==> src/rtl/control_unit.sv <==
// control_unit: hardwired Moore FSM sequencing fetch (T0-T2) and register-register ALU execute (T3-T5)
//   Parameters: IR_WIDTH (instruction width, opcode in the top 5 bits), WAIT_MAX (T1 stall limit)
//   Inputs : clock, reset (async, active-high), run (level start permit), mem_ready, ir
//   Outputs: PCout Zlowout MDRout MARin Zin PCin MDRin IRin Yin IncPC Read (datapath strobes),
//            Gra Grb Grc Rin Rout (select-and-encode), alu_op, halted, illegal_op, mem_err
//   Build option: define CU_STEP_EN to pause in STEP after each instruction until a run rising edge.
module control_unit #(
    parameter int IR_WIDTH = 32,
    parameter int WAIT_MAX = 15
) (
    input  logic                clock,
    input  logic                reset,
    input  logic                run,
    input  logic                mem_ready,
    input  logic [IR_WIDTH-1:0] ir,
    output logic                PCout,
    output logic                Zlowout,
    output logic                MDRout,
    output logic                MARin,
    output logic                Zin,
    output logic                PCin,
    output logic                MDRin,
    output logic                IRin,
    output logic                Yin,
    output logic                IncPC,
    output logic                Read,
    output logic                Gra,
    output logic                Grb,
    output logic                Grc,
    output logic                Rin,
    output logic                Rout,
    output logic [4:0]          alu_op,
    output logic                halted,
    output logic                illegal_op,
    output logic                mem_err
);
    localparam int CW = $clog2(WAIT_MAX + 1);
    localparam logic [4:0] OP_NOP  = 5'd26;
    localparam logic [4:0] OP_HALT = 5'd27;
`ifdef CU_STEP_EN
    typedef enum logic [3:0] {IDLE, T0, T1, T2, T3, T4, T5, HALT, STEP} state_t;
`else
    typedef enum logic [2:0] {IDLE, T0, T1, T2, T3, T4, T5, HALT} state_t;
`endif
    state_t          state_q, state_d, fetch_next;
    logic [CW-1:0]   cnt_q, cnt_d;
    logic            mem_err_q, mem_err_d;
    logic [4:0]      opcode;
    logic            is_alu;
    logic            unused_ir;
    // Register fields are consumed by the datapath's select-and-encode logic, not here.
    assign opcode    = ir[IR_WIDTH-1 -: 5];
    assign unused_ir = ^ir[IR_WIDTH-6:0];
    assign is_alu    = (opcode >= 5'd3) && (opcode <= 5'd11);
    assign mem_err   = mem_err_q;
`ifdef CU_STEP_EN
    logic run_q;
    always_ff @(posedge clock or posedge reset) begin
        if (reset) run_q <= 1'b0;
        else       run_q <= run;
    end
    // Completed instructions park in STEP; only a fresh run edge releases the next one.
    assign fetch_next = run ? STEP : IDLE;
`else
    assign fetch_next = run ? T0 : IDLE;
`endif
    always_ff @(posedge clock or posedge reset) begin
        if (reset) begin
            state_q   <= IDLE;
            cnt_q     <= '0;
            mem_err_q <= 1'b0;
        end else begin
            state_q   <= state_d;
            cnt_q     <= cnt_d;
            mem_err_q <= mem_err_d;
        end
    end
    always_comb begin
        state_d    = state_q;
        cnt_d      = '0;
        mem_err_d  = 1'b0;
        PCout      = 1'b0;
        Zlowout    = 1'b0;
        MDRout     = 1'b0;
        MARin      = 1'b0;
        Zin        = 1'b0;
        PCin       = 1'b0;
        MDRin      = 1'b0;
        IRin       = 1'b0;
        Yin        = 1'b0;
        IncPC      = 1'b0;
        Read       = 1'b0;
        Gra        = 1'b0;
        Grb        = 1'b0;
        Grc        = 1'b0;
        Rin        = 1'b0;
        Rout       = 1'b0;
        alu_op     = 5'd0;
        halted     = 1'b0;
        illegal_op = 1'b0;
        case (state_q)
            IDLE: state_d = run ? T0 : IDLE;
            T0: begin
                PCout   = 1'b1;
                MARin   = 1'b1;
                IncPC   = 1'b1;
                Zin     = 1'b1;
                state_d = T1;
            end
            T1: begin
                // PC reload from Z repeats every stall cycle; Z is unchanged so it is harmless.
                Zlowout = 1'b1;
                PCin    = 1'b1;
                Read    = 1'b1;
                MDRin   = 1'b1;
                if (mem_ready) state_d = T2;
                else if (cnt_q == CW'(WAIT_MAX)) begin
                    mem_err_d = 1'b1;
                    state_d   = IDLE;
                end else cnt_d = cnt_q + CW'(1);
            end
            T2: begin
                MDRout  = 1'b1;
                IRin    = 1'b1;
                state_d = T3;
            end
            T3: begin
                if (is_alu) begin
                    Grb     = 1'b1;
                    Rout    = 1'b1;
                    Yin     = 1'b1;
                    state_d = T4;
                end else if (opcode == OP_HALT) state_d = HALT;
                else begin
                    illegal_op = (opcode != OP_NOP);
                    state_d    = fetch_next;
                end
            end
            T4: begin
                Grc     = 1'b1;
                Rout    = 1'b1;
                Zin     = 1'b1;
                alu_op  = opcode;
                state_d = T5;
            end
            T5: begin
                Zlowout = 1'b1;
                Gra     = 1'b1;
                Rin     = 1'b1;
                state_d = fetch_next;
            end
            HALT: halted = 1'b1;
`ifdef CU_STEP_EN
            STEP: state_d = (run && !run_q) ? T0 : STEP;
`endif
            default: state_d = IDLE;
        endcase
    end
endmodule

==> config.mk <==
export PLATFORM = sky130hd
export DESIGN_NAME = control_unit
export DESIGN_NICKNAME = d
export VERILOG_FILES = /design/src/rtl/control_unit.sv
export SDC_FILE = /design/constraint.sdc
export NUM_CORES = 1
export LEC_CHECK = 0
export ABC_CLOCK_PERIOD_IN_PS = 1450
export CORE_UTILIZATION = 25
export DETAILED_ROUTE_END_ITERATION = 16
export GPL_ROUTABILITY_DRIVEN = 0
export PLACE_DENSITY_LB_ADDON = 0.25
export SETUP_SLACK_MARGIN = 0.4
export SYNTH_ARGS = -nofsm -noshare
export SYNTH_HDL_FRONTEND = slang
export SYNTH_SLANG_ARGS = --single-unit
==> constraint.sdc <==
create_clock -name clock -period 1.45 [get_ports clock]
set_input_delay 0.435 -clock clock [delete_from_list [all_inputs] [get_ports clock]]
set_output_delay 0.435 -clock clock [all_outputs]
set_load 0.02 [all_outputs]
# After elaboration in Yosys (flattened, before gate mapping)
# Cells that the tools add are included.
# op_classes
n_lt_le_gt_ge	2
reduce_logical	7
n_eq_ne	11
muxes	27
add_sub_neg	1
# ops
cell	count
$pmux 3 s6	1
$mux 1	17
$eq 3x3->1 const B	4
$mux 3	4
$mux 4	3
$eq 3x2->1 const B	2
$reduce_bool 6->1	1
$reduce_or 2->1	3
$eq 5x5->1 const B	1
$ge 5x2->1 const B	1
$le 5x4->1 const B	1
$mux 5	1
$ne 5x5->1 const B	1
$add 4x1->4 const B	1
$eq 4x4->1 const B	1
$eq 3x1->1 const B	1
$logic_not 3->1	1
$ne 3x3->1 const B	1
$pmux 1 s2	1
$reduce_and 2->1	1
$logic_and 1x1->1	1
# word_totals
in_bits	36
out_inout_bits	24
reg_bits	8

# Longest topological paths before layout
# Gate-level depths: netlist of the first run.
# depth
depth_word	4
mapped_depth	4

# Worst setup path before layout of the first run
# OpenSTA, ideal clock, no wires.
# synth_path
path_kind	register to output
from	register state_q[2]
to	output port MARin
path_slack_ps	-450
stages_incl_launch_ff	5
t_arrival_ps	1465
cell_sequence	dfrtp_1 buf_2 buf_2 nor3_1 buf_4
# synth_between
elab_chain_len	2
# synth_lines
element	line	rtl
from (decl)	45	state_t state_q, state_d, fetch_next;
from (signal assigned)	73	state_q <= state_d;
$eq 3x1->1	n/a	
$mux 1	n/a	
to (decl)	19	output logic MARin,
# Every way passes these cells.

# Worst setup path in the final report of the first run
# layout_path
from	register state_q[1]
to	output port Rout
# layout_between
elab_chain_len	2
# layout_lines
element	line	rtl
$eq 3x3->1	101	case (state_q)
$pmux 1 s2 (*)	101	
to (decl)	31	output logic Rout,
# Every way passes the cells marked *; elsewhere a longest branch is shown, timed or not.

==> metrics.md, run 1 <==
| Metric | Value |
|---|---|
| Required time worst endpoint | 1.02 ns |
| Dpl hpwl | 1290 µm |
| Dominant cells by area after synthesis | dfrtp_1, buf_4, and3_1 |
| Non-filler cells in the finished layout | 146 |
| Inserted Clock Buffers | 3 |
| Most frequent cells in the layout | buf_6, buf_4, dfrtp_1 |
| Reg clk slew, reported paths | 0.06 ns |
| Startpoint types | register |
| Mapped Cells | 67 |
| Final hold violation count | 0 |
| Total track usage | 0.157 |
| Crit-path cells | and2b_4 > and2_4 > o21bai_4 > buf_6 |
| Leakage | 0.590 nW |
| Slowest stage delay, CP | 0.43 ns |
| Yosys top cell area share | 0.341 |
| Starting Density | 0.265 |
| Top FF cell, synth | dfrtp_1 |
| Max VDD drop | 711 µV |
| Clock Tree Buf Depth | 2 |
| Die height | 50.5 µm |
| Initial antenna violation count | 0 |
| WHS | roughly 0.42 ns |
| Placed Instances | 134 |
| Power density over the cells | between 1500 and 2000 mW/mm² |
| Clock root cell | clkbuf_4 |
| Max Cap Viol | 0 |
| Die area | 0.00255 mm² |
| H-Tree Depth | 1 |
| Area grow syn2layout | 116% |
| Via count | 679 |
| Worst slew pin tran | 0.296 ns |
| Clock sinks | 8 |
| EDFF count, synth | 0 |
| Slowest cell on crit path | dfrtp_2 |
| Avg Inst Size Synth | 8.76 µm² |
| Cell Area, Placed | approximately 0.0011 mm² |
| First-pass GRT wire length | 3020 µm |
| Flops & latches, synth | 8 |
| Rows | 17 |
| Largest area contributor in the netlist | dfrtp_1 |
| Post-layout util | 0.574 |
| Drt first-iter violations | 6 |
| Synth Warn # | 0 |
| WL per Instance | 12.3 µm |
| Fin nets | ~160 |
| R2R Setup Slk | -0.02 ns |
| Post-route cell area | roughly 0.0013 mm² |
| Failing checks | setup timing |
| N_diodes | 0 |
| Initial DRT Pass Iterations | 4 |
| Synthesized area | approximately 590 µm² |
| Synth Net Count | 104 |
| Pre-CTS setup slack | -1.11 ns |
| Hold-fix buffers, CTS | 0 |
| Seq/Total Area, Yosys | 0.341 |
| Antenna-violating nets left | 0 |
| Input/output buffers | 32 |
| Tot Pwr | 2.12 mW |
| Vias in the first global route | 718 |
| TritonCTS clock tree | built |
| Worst Clk Skew | between 0.004 and 0.005 ns |
| Core area | 0.00221 mm² |
| Unique masters post-synth | 30 |
| Clock Latency Late Sink | approximately 0.26 ns |
| Largest net degree at the start of global routing | 13 |
| Gr ovfl total | 0 |
| Chip width | 50.5 µm |
| Number of endpoints failing setup at the final stage | 24 |
| Fmax | around 560 MHz |
| DRC | 0 |
| Io pins | 60 |
| RSZ-0062 raised after global routing | true |
| Status | finished, violations left |
| Most common cell after layout, fill and taps aside | buf_6 |
| Setup_tns | -5.73 ns |
| Max Slew Vio Count | 0 |
| CP max FO | 7 |
| WS Path Type | register to output port |
| Kind of end point of the critical path | output port |
| Final wirelength | about 1800 µm |
| Vias/cell | around 4.7 |
| Share of cells above drive strength 1 | 0.695 |
| Max_slew headroom | 0.803 |
| Async S/R FF share, synth | 1.00 |
| Worst setup margin | -0.347 ns |
| Critical Path AT | 1.36 ns |
| Min Tclk post-route | 1.80 ns |
| Worst hold path class | primary input to asynchronous set/reset pin |
| Final period util | 1.24 |
[power breakdown]
group | internal, mW | switching, mW | leakage, nW
clock | 0.105 | 0.0781 | 0.0150
sequential | 0.276 | 0.0619 | 0.105
combinational | 0.852 | 0.749 | 0.470
total | 1.23 | 0.889 | 0.590
[path summary, 6_finish.rpt]
kind	startpoint	to	cells past startpoint
worst max-delay path	state_q[1]$_DFFE_PP0P_	Rout	4
worst min-delay path	reset	cnt_q[0]$_DFF_PP0_	2
worst max register to register	state_q[2]$_DFFE_PP0P_	cnt_q[0]$_DFF_PP0_	6
worst min register to register	cnt_q[0]$_DFF_PP0_	cnt_q[0]$_DFF_PP0_	1
max in group asynchronous	reset	state_q[1]$_DFFE_PP0P_	2
min in group clock	cnt_q[0]$_DFF_PP0_	cnt_q[0]$_DFF_PP0_	1
[repair_timing]
item / CTS / global route
setup buffers: 6 / 2
gates resized for setup: 183 / 9
endpoints found under the setup margin: 32 / 32
pin swaps: 9 / 8
[per-layer routing]
layer | GRT usage | share of wire
met1 | 0.148 | 0.38
met4 | 0.0278 | 0.0061
met3 | 0.0515 | 0.059
met2 | 0.322 | 0.56
met5 | 0 | 0
[kinds of logic after synthesis]
| logic type | count (synthesis) | synth area share |
|---|---|---|
| fa+ha+maj | 1 | 0.0213 |
| compound gates | 14 | 0.168 |
| simple gates | 29 | 0.316 |
| flops | 8 | 0.341 |
| xor+xnor | 1 | 0.0149 |
| buf+inv | 14 | 0.139 |
[registers in the layout, summed over array words and instances (netlist names)]
register  flops
cnt_q         4
state_q       3
mem_err       1
[synth_stat cells, types with 2 or more instances]
library cell,number
dfrtp_1,8
buf_4,7
and3_1,6
nor2_1,6
inv_1,4
nand3_1,3
o211ai_1,3
o21ai_0,3
a21oi_1,2
and2_1,2
buf_2,2
nor3_1,2
nor3b_2,2
[worst max-delay path: cells and delay by family (launching register included)]
family / cells / cell delay [ns]
flip-flops: 1 / 0.43
AO/OA/AOI/OAI: 1 / 0.11
AND/OR/NAND/NOR: 2 / 0.44
buffers and inverters: 1 / 0.13
[final cells by class]
cell class              count  area (µm²)
multi-input cells          45         407
flip-flops and latches      8         203
inverters                   5        18.8
well taps                  28        35.0
repair buffers             56         581
fillers                   199         942
clock buffers               4        26.3
Note: power is estimated with default switching activity, not from simulation.
==> run 2, diff against run 1 <==
CORE_ASPECT_RATIO = 0.6   (was default)
CTS_CLUSTER_SIZE = 40   (was default)
==> metrics.md, run 2 (same netlist as run 1, synthesis figures left out) <==
| Metric | Value |
|---|---|
| Leakage | 0.566 nW |
| Power density over the cells | 1740 mW/mm² |
| Final hold violation count | 0 |
| Most frequent cells in the layout | buf_6, buf_4, and3_2, dfrtp_1 |
| Inserted Clock Buffers | 3 |
| Pre-CTS setup slack | -1.15 ns |
| Worst flop-to-flop path startpoint | state_q[0]$_DFFE_PP0P_ |
| DRC | 0 |
| Reg clk slew, reported paths | 0.04 ns |
| Post-layout util | 0.549 |
| Crit-path cells | buf_8 > buf_6 > a211o_4 > and3b_2 > buf_6 |
| Vias in the first global route | roughly 580 |
| Failing checks | setup timing |
| Die area | 0.00255 mm² |
| Dpl hpwl | roughly 1400 µm |
| Clock Tree Buf Depth | 2 |
| Reg-to-reg endpoint | cnt_q[0]$_DFF_PP0_ |
| Required time worst endpoint | 1.02 ns |
| Rows | 13 |
| Status | finished, violations left |
| Startpoint types | primary input |
| Die height | 39.5 µm |
| Largest net degree at the start of global routing | 13 |
| Clock Latency Late Sink | 0.23 ns |
| Worst Clk Skew | 0.00525 ns |
| Via count | 667 |
| Hold-fix buffers, CTS | 0 |
| Worst setup margin | -0.323 ns |
| Gr ovfl total | 0 |
| Io pins | 60 |
| Core area | 0.00220 mm² |
| Largest register FFs | 4 |
| Max VDD drop | 726 µV |
| Reg2reg path depth | 5 |
| Worst hold path class | primary input to asynchronous set/reset pin |
| Fmax | 564 MHz |
| Critical Path AT | 1.34 ns |
| RSZ-0062 raised after global routing | true |
| Share of cells above drive strength 1 | 0.711 |
| WS Path Type | primary input to output port |
| Final period util | 1.22 |
| Drt first-iter violations | 11 |
| Max Cap Viol | 0 |
| Area grow syn2layout | 105% |
| Slowest cell on crit path | a211o_4 |
| Biggest register | cnt_q |
| N_diodes | 0 |
| Fin nets | 153 |
| Vias/cell | 4.63 |
| Initial antenna violation count | 0 |
| Most Frequent Cell on Critical Path | buf_6 |
| Max Slew Vio Count | 0 |
| Final wirelength | 1820 µm |
| Number of endpoints failing setup at the final stage | 23 |
| R2R Setup Slk | 0.12 ns |
| Chip width | between 60 and 70 µm |
| Most common cell after layout, fill and taps aside | buf_6 |
| Total track usage | 0.158 |
| TritonCTS clock tree | built |
| First-pass GRT wire length | 2810 µm |
| Starting Density | 0.267 |
| Max_slew headroom | 0.801 |
| Worst slew pin tran | 0.298 ns |
| Antenna-violating nets left | 0 |
| Slowest stage delay, CP | 0.34 ns |
| WL per Instance | 12.6 µm |
| Clock sinks | 8 |
| Clock root cell | clkbuf_8 |
| Initial DRT Pass Iterations | 4 |
| H-Tree Depth | 1 |
| Input/output buffers | 32 |
| Kind of end point of the critical path | output port |
| Min Tclk post-route | about 1.8 ns |
| CP max FO | 3 |
[run 2: area by class of cell]
type | instances | area (µm²)
fillers | 222 | 991
repair buffers | 53 | 499
multi-input cells | 45 | 405
flip-flops and latches | 8 | 203
clock buffers | 3 | 41.3
well taps | 30 | 37.5
inverters | 5 | 18.8
[run 2: how the worst max path moves through the flow]
stage                                 from          to  slack, ns  cells past startpoint
floorplan                           ir[28]         Yin       -0.1                      4
global placement                    ir[28]  illegal_op      -1.10                      5
detailed placement                  ir[28]  illegal_op      -1.15                      5
CTS                 state_q[0]$_DFFE_PP0P_        Rout      -0.31                      4
global route        state_q[1]$_DFFE_PP0P_        Rout      -0.35                      4
finish                              ir[29]  illegal_op      -0.32                      5
[run 2: report_power, final]
group          leakage (nW)  internal [mW]  switching [mW]  total, mW
Sequential            0.105          0.277          0.0590      0.336
Combinational         0.440          0.763           0.731       1.49
Clock                0.0216          0.180          0.0863      0.266
Total                 0.566           1.22           0.876       2.10
[run 2: metal layers]
layer,routed length (µm),global-route usage,vias to the layer above
li1,-,-,329
met1,868,0.192,305
met2,799,0.266,28
met3,123,0.0465,5
met4,27,0.0667,0
met5,0,0,-
[run 2: timing repair]
action / 4_1_cts / 5_1_grt
pin swaps: 7 / 4
gates resized for setup: 164 / 15
buffers inserted: 2 / 2
endpoints found under the setup margin: 32 / 32
[run 2: metrics by stage]
stage	hold WS (ns)	cells	power, mW	instance area (µm²)	setup TNS, ns
after global placement	0.491	137	1.61	1070	-14.14
after global routing	0.490	144	2.21	1200	-5.81
after detailed placement	0.500	137	1.63	1070	-14.46
final	0.447	144	2.10	1200	-4.85
after floorplan	0.251	67	1.15	676	-0.579
after CTS	0.459	142	2.01	1160	-4.82
[run 2: critical path, delay by kind of cell]
kind	cells	cell delay (ns)
AO/OA/AOI/OAI	1	0.34
buffers and inverters	3	0.34
AND/OR/NAND/NOR	1	0.23
